`config.mk`:
```
export PLATFORM = sky130hd
export DESIGN_NAME = nibble_serial_subtractor
export DESIGN_NICKNAME = d
export VERILOG_FILES = /design/src/rtl/nibble_serial_subtractor.sv
export SDC_FILE = /design/constraint.sdc
export NUM_CORES = 1
export LEC_CHECK = 0
export ABC_AREA = 1
export CAP_MARGIN = 40
export CORE_ASPECT_RATIO = 1.4
export CORE_MARGIN = 5
export CORE_UTILIZATION = 46
export DETAILED_ROUTE_END_ITERATION = 7
export PLACE_DENSITY_LB_ADDON = 0.05
export SLEW_MARGIN = 0
export SYNTH_ARGS = -nofsm -noshare
export SYNTH_HDL_FRONTEND = slang
export SYNTH_SLANG_ARGS = --single-unit
```
`constraint.sdc`:
```
create_clock -name clk -period 3.55 [get_ports clk]
set_clock_uncertainty 0.2 [all_clocks]
set_input_delay 0.8875 -clock clk [delete_from_list [all_inputs] [get_ports clk]]
set_output_delay 0.8875 -clock clk [all_outputs]
set_load 0.1 [all_outputs]
```
`src/rtl/nibble_serial_subtractor.sv`:
```
`default_nettype none
// +--------------------------------------------------------------------------+
// | nibble_serial_subtractor: W-bit a - b computed one 4-bit digit per cycle |
// | Revision: 1.0                                                             |
// +--------------------------------------------------------------------------+
module nibble_serial_subtractor #(
  parameter int NIBBLES = 4
) (
  input  logic                   clk,
  input  logic                   nrst,
  input  logic                   in_valid,
  output logic                   in_ready,
  input  logic [4*NIBBLES-1:0]   a,
  input  logic [4*NIBBLES-1:0]   b,
  output logic                   out_valid,
  input  logic                   out_ready,
  output logic [4*NIBBLES-1:0]   d,
  output logic                   borrow,
  output logic                   ovf,
  output logic                   zero
);

  localparam int W    = 4 * NIBBLES;
  localparam int IDXW = (NIBBLES > 1) ? $clog2(NIBBLES) : 1;
  localparam logic [IDXW-1:0] LAST_IDX = IDXW'(NIBBLES - 1);

  localparam logic [1:0] IDLE = 2'd0;
  localparam logic [1:0] RUN  = 2'd1;
  localparam logic [1:0] DONE = 2'd2;

  logic [1:0]      state_q, state_d;
  logic [IDXW-1:0] idx_q, idx_d;
  logic            borrow_reg_q, borrow_reg_d;
  logic [W-1:0]    a_q, a_d;
  logic [W-1:0]    b_q, b_d;
  logic [W-1:0]    d_q, d_d;
  logic            borrow_q, borrow_d;
  logic            ovf_q, ovf_d;
  logic            zero_q, zero_d;

  logic [3:0]      dig_a;
  logic [3:0]      dig_b;
  logic [4:0]      dig_diff;

  // Current digit of each operand; bit 4 of the 5-bit difference is the borrow out.
  always_comb begin
    dig_a = 4'd0;
    dig_b = 4'd0;
    for (int i = 0; i < NIBBLES; i++) begin
      if (idx_q == IDXW'(i)) begin
        dig_a = a_q[4*i +: 4];
        dig_b = b_q[4*i +: 4];
      end
    end
    dig_diff = {1'b0, dig_a} - {1'b0, dig_b} - {4'd0, borrow_reg_q};
  end

  always_comb begin
    state_d      = state_q;
    idx_d        = idx_q;
    borrow_reg_d = borrow_reg_q;
    a_d          = a_q;
    b_d          = b_q;
    d_d          = d_q;
    borrow_d     = borrow_q;
    ovf_d        = ovf_q;
    zero_d       = zero_q;

    case (state_q)
      IDLE: begin
        if (in_valid) begin
          a_d          = a;
          b_d          = b;
          borrow_reg_d = 1'b0;
          idx_d        = '0;
          state_d      = RUN;
        end
      end
      RUN: begin
        for (int i = 0; i < NIBBLES; i++) begin
          if (idx_q == IDXW'(i)) begin
            d_d[4*i +: 4] = dig_diff[3:0];
          end
        end
        borrow_reg_d = dig_diff[4];
        idx_d        = idx_q + 1'b1;
        // Flags are published only with the last digit so they stay coherent with d.
        if (idx_q == LAST_IDX) begin
          idx_d    = '0;
          state_d  = DONE;
          borrow_d = dig_diff[4];
          ovf_d    = (a_q[W-1] != b_q[W-1]) && (d_d[W-1] != a_q[W-1]);
          zero_d   = (d_d == '0);
        end
      end
      DONE: begin
        if (out_ready) begin
          state_d = IDLE;
        end
      end
      default: begin
        state_d = IDLE;
      end
    endcase
  end

  always_ff @(posedge clk or negedge nrst) begin
    if (!nrst) begin
      state_q      <= IDLE;
      idx_q        <= '0;
      borrow_reg_q <= 1'b0;
      a_q          <= '0;
      b_q          <= '0;
      d_q          <= '0;
      borrow_q     <= 1'b0;
      ovf_q        <= 1'b0;
      zero_q       <= 1'b0;
    end else begin
      state_q      <= state_d;
      idx_q        <= idx_d;
      borrow_reg_q <= borrow_reg_d;
      a_q          <= a_d;
      b_q          <= b_d;
      d_q          <= d_d;
      borrow_q     <= borrow_d;
      ovf_q        <= ovf_d;
      zero_q       <= zero_d;
    end
  end

  assign in_ready  = (state_q == IDLE);
  assign out_valid = (state_q == DONE);
  assign d         = d_q;
  assign borrow    = borrow_q;
  assign ovf       = ovf_q;
  assign zero      = zero_q;

endmodule
`default_nettype wire

```
# After elaboration in Yosys (flattened, before gate mapping)

Cells that the tools add are included.

Reduce and logical (&&, ||, !) cells: 9
Equal/unequal tests: 10
Add/subtract/negate cells: 3
Mux-type cells: 25

Operator list:

| operator                                             | count |
|---|---|
| two-way mux 4 bit                                    | 16 |
| logical NOT 16 bit                                   | 1 |
| two-way mux 2 bit                                    | 5 |
| equality test 2 bit (second input constant)          | 3 |
| case mux 2 bit (3 select lines)                      | 1 |
| AND reduction 2 bit                                  | 3 |
| subtractor 4 x 4 -> 5 bit                            | 1 |
| subtractor 5 x 1 -> 5 bit                            | 1 |
| equality test 2 x 1 -> 1 bit (second input constant) | 2 |
| logical NOT 2 bit                                    | 2 |
| != test 2 bit (second input constant)                | 2 |
| case mux 2 bit (2 select lines)                      | 1 |
| AND reduction 3 bit                                  | 1 |
| adder 2 x 1 -> 2 bit (second input constant)         | 1 |
| != test 1 bit                                        | 2 |
| != test 2 x 1 -> 1 bit (second input constant)       | 1 |
| case mux 1 bit (2 select lines)                      | 1 |
| nonzero test 2 bit                                   | 1 |
| logical AND 1 bit                                    | 1 |
| two-way mux 1 bit                                    | 1 |

Register bits after elaboration: 56
Logic and storage cells: 56

# Longest topological paths before layout

Gate-level depths: netlist of run 1.

Word-level depth: 11
Mapped depth: 19
Depth with buffers taken out: 19

# Worst setup path before layout of run 1

Ideal clock, no wire load.

Kind: register to register
Start point: register idx_q[0]
End point: register zero_q, in the netlist zero
Arrival: 3.070 ns
Setup slack: 0.212 ns
Data required time: 3.282 ns
Stages on the path, launching flop included: 18
Setup time: 0.068 ns
Period minus slack after synthesis: 3.338 ns
Cell sequence: dfrtp_1 inv_1 ha_1 inv_1 nor2_1 a22oi_1 o21ai_0 o21ai_0 fa_1 fa_1 o21ai_0 nor2_1 nand4_1 nor2_1 nand4_1 nor2_1 nand3_1 nand2_1

Longest elaborated chain between the ends: 10

RTL lines:

| element                         | RTL line | RTL |
|---|---|---|
| from (decl)                     | 32       | `logic [IDXW-1:0] idx_q, idx_d;` |
| from (signal assigned)          | 120      | `idx_q <= idx_d;` |
| logical NOT 2 bit               | 50, 81   |  |
| two-way mux 4 bit (4 in series) | 50       | `if (idx_q == IDXW'(i)) begin` |
| subtractor 4 x 4 -> 5 bit       | 55       | `dig_diff = {1'b0, dig_a} - {1'b0, dig_b} - {4'd0, borrow_reg_q};` |
| subtractor 5 x 1 -> 5 bit       | 55       |  |
| two-way mux 4 bit               | 81       | `if (idx_q == IDXW'(i)) begin` |
| two-way mux 4 bit               | 69       | `case (state_q)` |
| logical NOT 16 bit              | 93       | `zero_d = (d_d == '0);` |
| to (signal assigned)            | 127      | `zero_q <= zero_d;` |
| to (decl)                       | 39       | `logic zero_q, zero_d;` |

Several ways; a longest one is shown, not always the timed one. The select of a mux whose other input is x is not followed.
A chain may end at the register's enable or synchronous reset.

# Worst setup path in the final report of run 1

Same ends and word-level chain as after synthesis.

==> results of run 1 <==
metrics by stage:
stage / instances / area (um2)
5_1_grt: 412 / 3460
6_report: 412 / 3460
2_1_floorplan: 281 / 2740
3_3_place_gp: 404 / 3350
3_5_place_dp: 404 / 3350
4_1_cts: 412 / 3440
cell families after synthesis:
kind of cell    Yosys count  synth area share
xor+xnor                  2           0.00639
simple gates             92             0.141
flops                    56             0.511
fa+ha+maj                10            0.0511
mux                      29             0.119
buf+inv                  34            0.0525
compound gates           58             0.119
area by class of cell:
class	count	share of cell area
Timing Repair Buffer	66	0.171
Sequential cell	56	0.405
Multi-Input combinational cell	191	0.350
Clock buffer	8	0.0260
Tap cell	70	0.0253
Inverter	21	0.0228
repair_timing:
action / CTS / global route
hold endpoints to repair: 0 / 0
endpoints found under the setup margin: 0 / 1
resized for setup: 0 / 4
setup buffers: 0 / 0
state kept, by name (all words and copies together), names as in the netlist:
register and count:
borrow 1, b_q 16, idx_q 2, zero 1
ovf 1, a_q 16, borrow_reg_q 1, d 16
state_q 2
layout by cell type, fill, tap and decap left out, drive strengths merged:
master / instances
a21oi: 13
a221oi: 1
a22oi: 7
a31oi: 3
buf: 32
clkbuf: 8
clkdlybuf4s50: 34
dfrtp: 56
fa: 2
ha: 8
inv: 21
mux2: 29
nand2: 58
nand3: 11
nand4: 2
nor2: 20
o211ai: 1
o21a: 1
o21ai: 30
o31ai: 2
or2: 1
xnor2: 1
xor2: 1
worst paths after layout:
path,cells after the start,end,from
min in group asynchronous,2,a_q[9]$_DFFE_PN0P_,nrst
max in group asynchronous,2,a_q[8]$_DFFE_PN0P_,nrst
setup reg to reg,17,zero$_DFFE_PN0P_,idx_q[0]$_DFFE_PN0P_
hold reg to reg,2,ovf$_DFFE_PN0P_,ovf$_DFFE_PN0P_
setup / recovery,17,zero$_DFFE_PN0P_,idx_q[0]$_DFFE_PN0P_
hold / removal,2,ovf$_DFFE_PN0P_,ovf$_DFFE_PN0P_
synth_stat cells (4+ instances only):
| master | number | area, um2 |
|---|---|---|
| dfrtp_1 | 56 | 1400 |
| nand2_1 | 55 | 206 |
| mux2_2 | 29 | 327 |
| o21ai_0 | 29 | 145 |
| inv_1 | 19 | 71.3 |
| nor2_1 | 19 | 71.3 |
| a21oi_1 | 13 | 65.1 |
| nand3_1 | 9 | 45.0 |
| ha_1 | 8 | 100 |
| a22oi_1 | 7 | 52.6 |
| buf_2 | 7 | 35.0 |
| clkbuf_1 | 4 | 15.0 |
per-layer routing:
metal	part of all wire	track usage	wire (um)
met1	0.42	0.215	2480
met2	0.52	0.288	3090
met3	0.049	0.0338	290
met4	0.018	0.0619	106
met5	0	0	0
worst max-delay path, delay by kind of cell, from the launching register on:
kind | cells | cell delay, ns
fa+ha+maj | 3 | 1.17
simple gates | 8 | 0.78
compound gates | 4 | 0.47
flops | 1 | 0.41
buf+inv | 2 | 0.21
==> impl_metrics.tcl, run 1 <==
set metrics [dict create \
    status "finished clean" \
    tns_ns 0 \
    cp_cell_sequence "inv_1 -> ha_1 -> inv_1 -> nor2_2 -> a22oi_1 -> o21ai_0 -> o21ai_0 -> fa_2 -> fa_2 -> o21ai_0 -> nor2_1 -> nand4_1 -> nor2_1 -> nand4_1 -> nor2_1 -> nand3_1 -> nand2_1" \
    seq_area_mm2 0.00140 \
    worst_slew_pin_slew_ns 0.535 \
    grt_pass1_wl_um 9990 \
    worst_slack_ns 0.260 \
    clock_latency_ns 0.31 \
    rows 33 \
    syn_area_mm2 0.00274 \
    rsz0062_at_grt "no" \
    seq_area_frac_synth 0.511 \
    ys_types 29 \
    worst_setup_path_end_kind "register" \
    start_util 0.471 \
    slew_headroom 0.643 \
    clk_path_buf_depth 2 \
    syn_inst 281 \
    core_mm2 0.00582 \
    area_growth_pct 26.2 \
    cts_hold_buf 0 \
    fin_crit_sh 0.927 \
    ios 57 \
    hpwlAfterDp_um 4580 \
    synthArstFlopShare 1.00 \
    synth_edf_count 0 \
    final_hold_viol_count 0 \
    dieHeight_um 101 \
    crit_arrival_ns 3.34 \
    fp.dieArea_mm2 0.00763 \
    hold_slack_ns 0.289 \
    multi_input_area_mm2 0.00121 \
    cts_tree "built" \
    drcViolationCount 0 \
    critPathKind "reg -> reg" \
    worstPathRequired_ns 3.60 \
    grt_max_degree 57 \
    nets 387 \
    crit_slowest_cell "fa_2" \
    avgSynthCellArea_um2 9.76 \
    maxSlewViolCount 0 \
    dr.pass1.iters 5 \
    layout-drive-gt1-share 0.231 \
    yosys_warnings 0 \
    diodes 0 \
    drt-initial-drc-count 157 \
    place.gp.congestion 0.782 \
    final_core_util 0.594 \
    slowest_delay_ns 0.59 \
    cp-start-kind "register" \
    setup_viol 0 \
    nFillCells 520 \
    grt_overflow 0 \
    track_usage 0.171 \
    cts_htree_levels 2 \
    ys_ff_latch 56 \
    fmax_mhz 304 \
    viasPerCell 5.11 \
    syn_nets 327 \
    ant_nets 0 \
    drv_cap 0 \
    hold_path.class "reg -> reg" \
    cts.sinks 56 \
    pre_cts_slack_ns 0.153 \
    num_vias 2105 \
    ff2ff_setup_slack_ns 0.26 \
    synth_flop_cell "dfrtp_1" \
    root_buffer "clkbuf_8" \
    drt-wirelength-per-cell_um 14.5 \
    path_max_fanout 5 \
    clk_pin_slew_worst_paths_ns 0.09 \
    finalCriticalPeriod_ns 3.29 \
    drt_wl_total_um 5970 \
    die_x_um 75.2 \
    port_buffers 56 \
    cts_made_buffers 5 \
    antenna_found_initial 0 \
    grt_pass1_vias 2107 \
]
Power of run 1 is left out: the tool's default activity adds up to more than one toggle a clock period on the data nets, which glitch-free logic cannot reach.
==> run 2, diff against run 1 <==
Settings changed: CAP_MARGIN 40 to 10.
==> results of run 2 <==
No change in the layout: final DEF, timing and power equal those of run 1.
Power of run 2 is left out for the same reason.
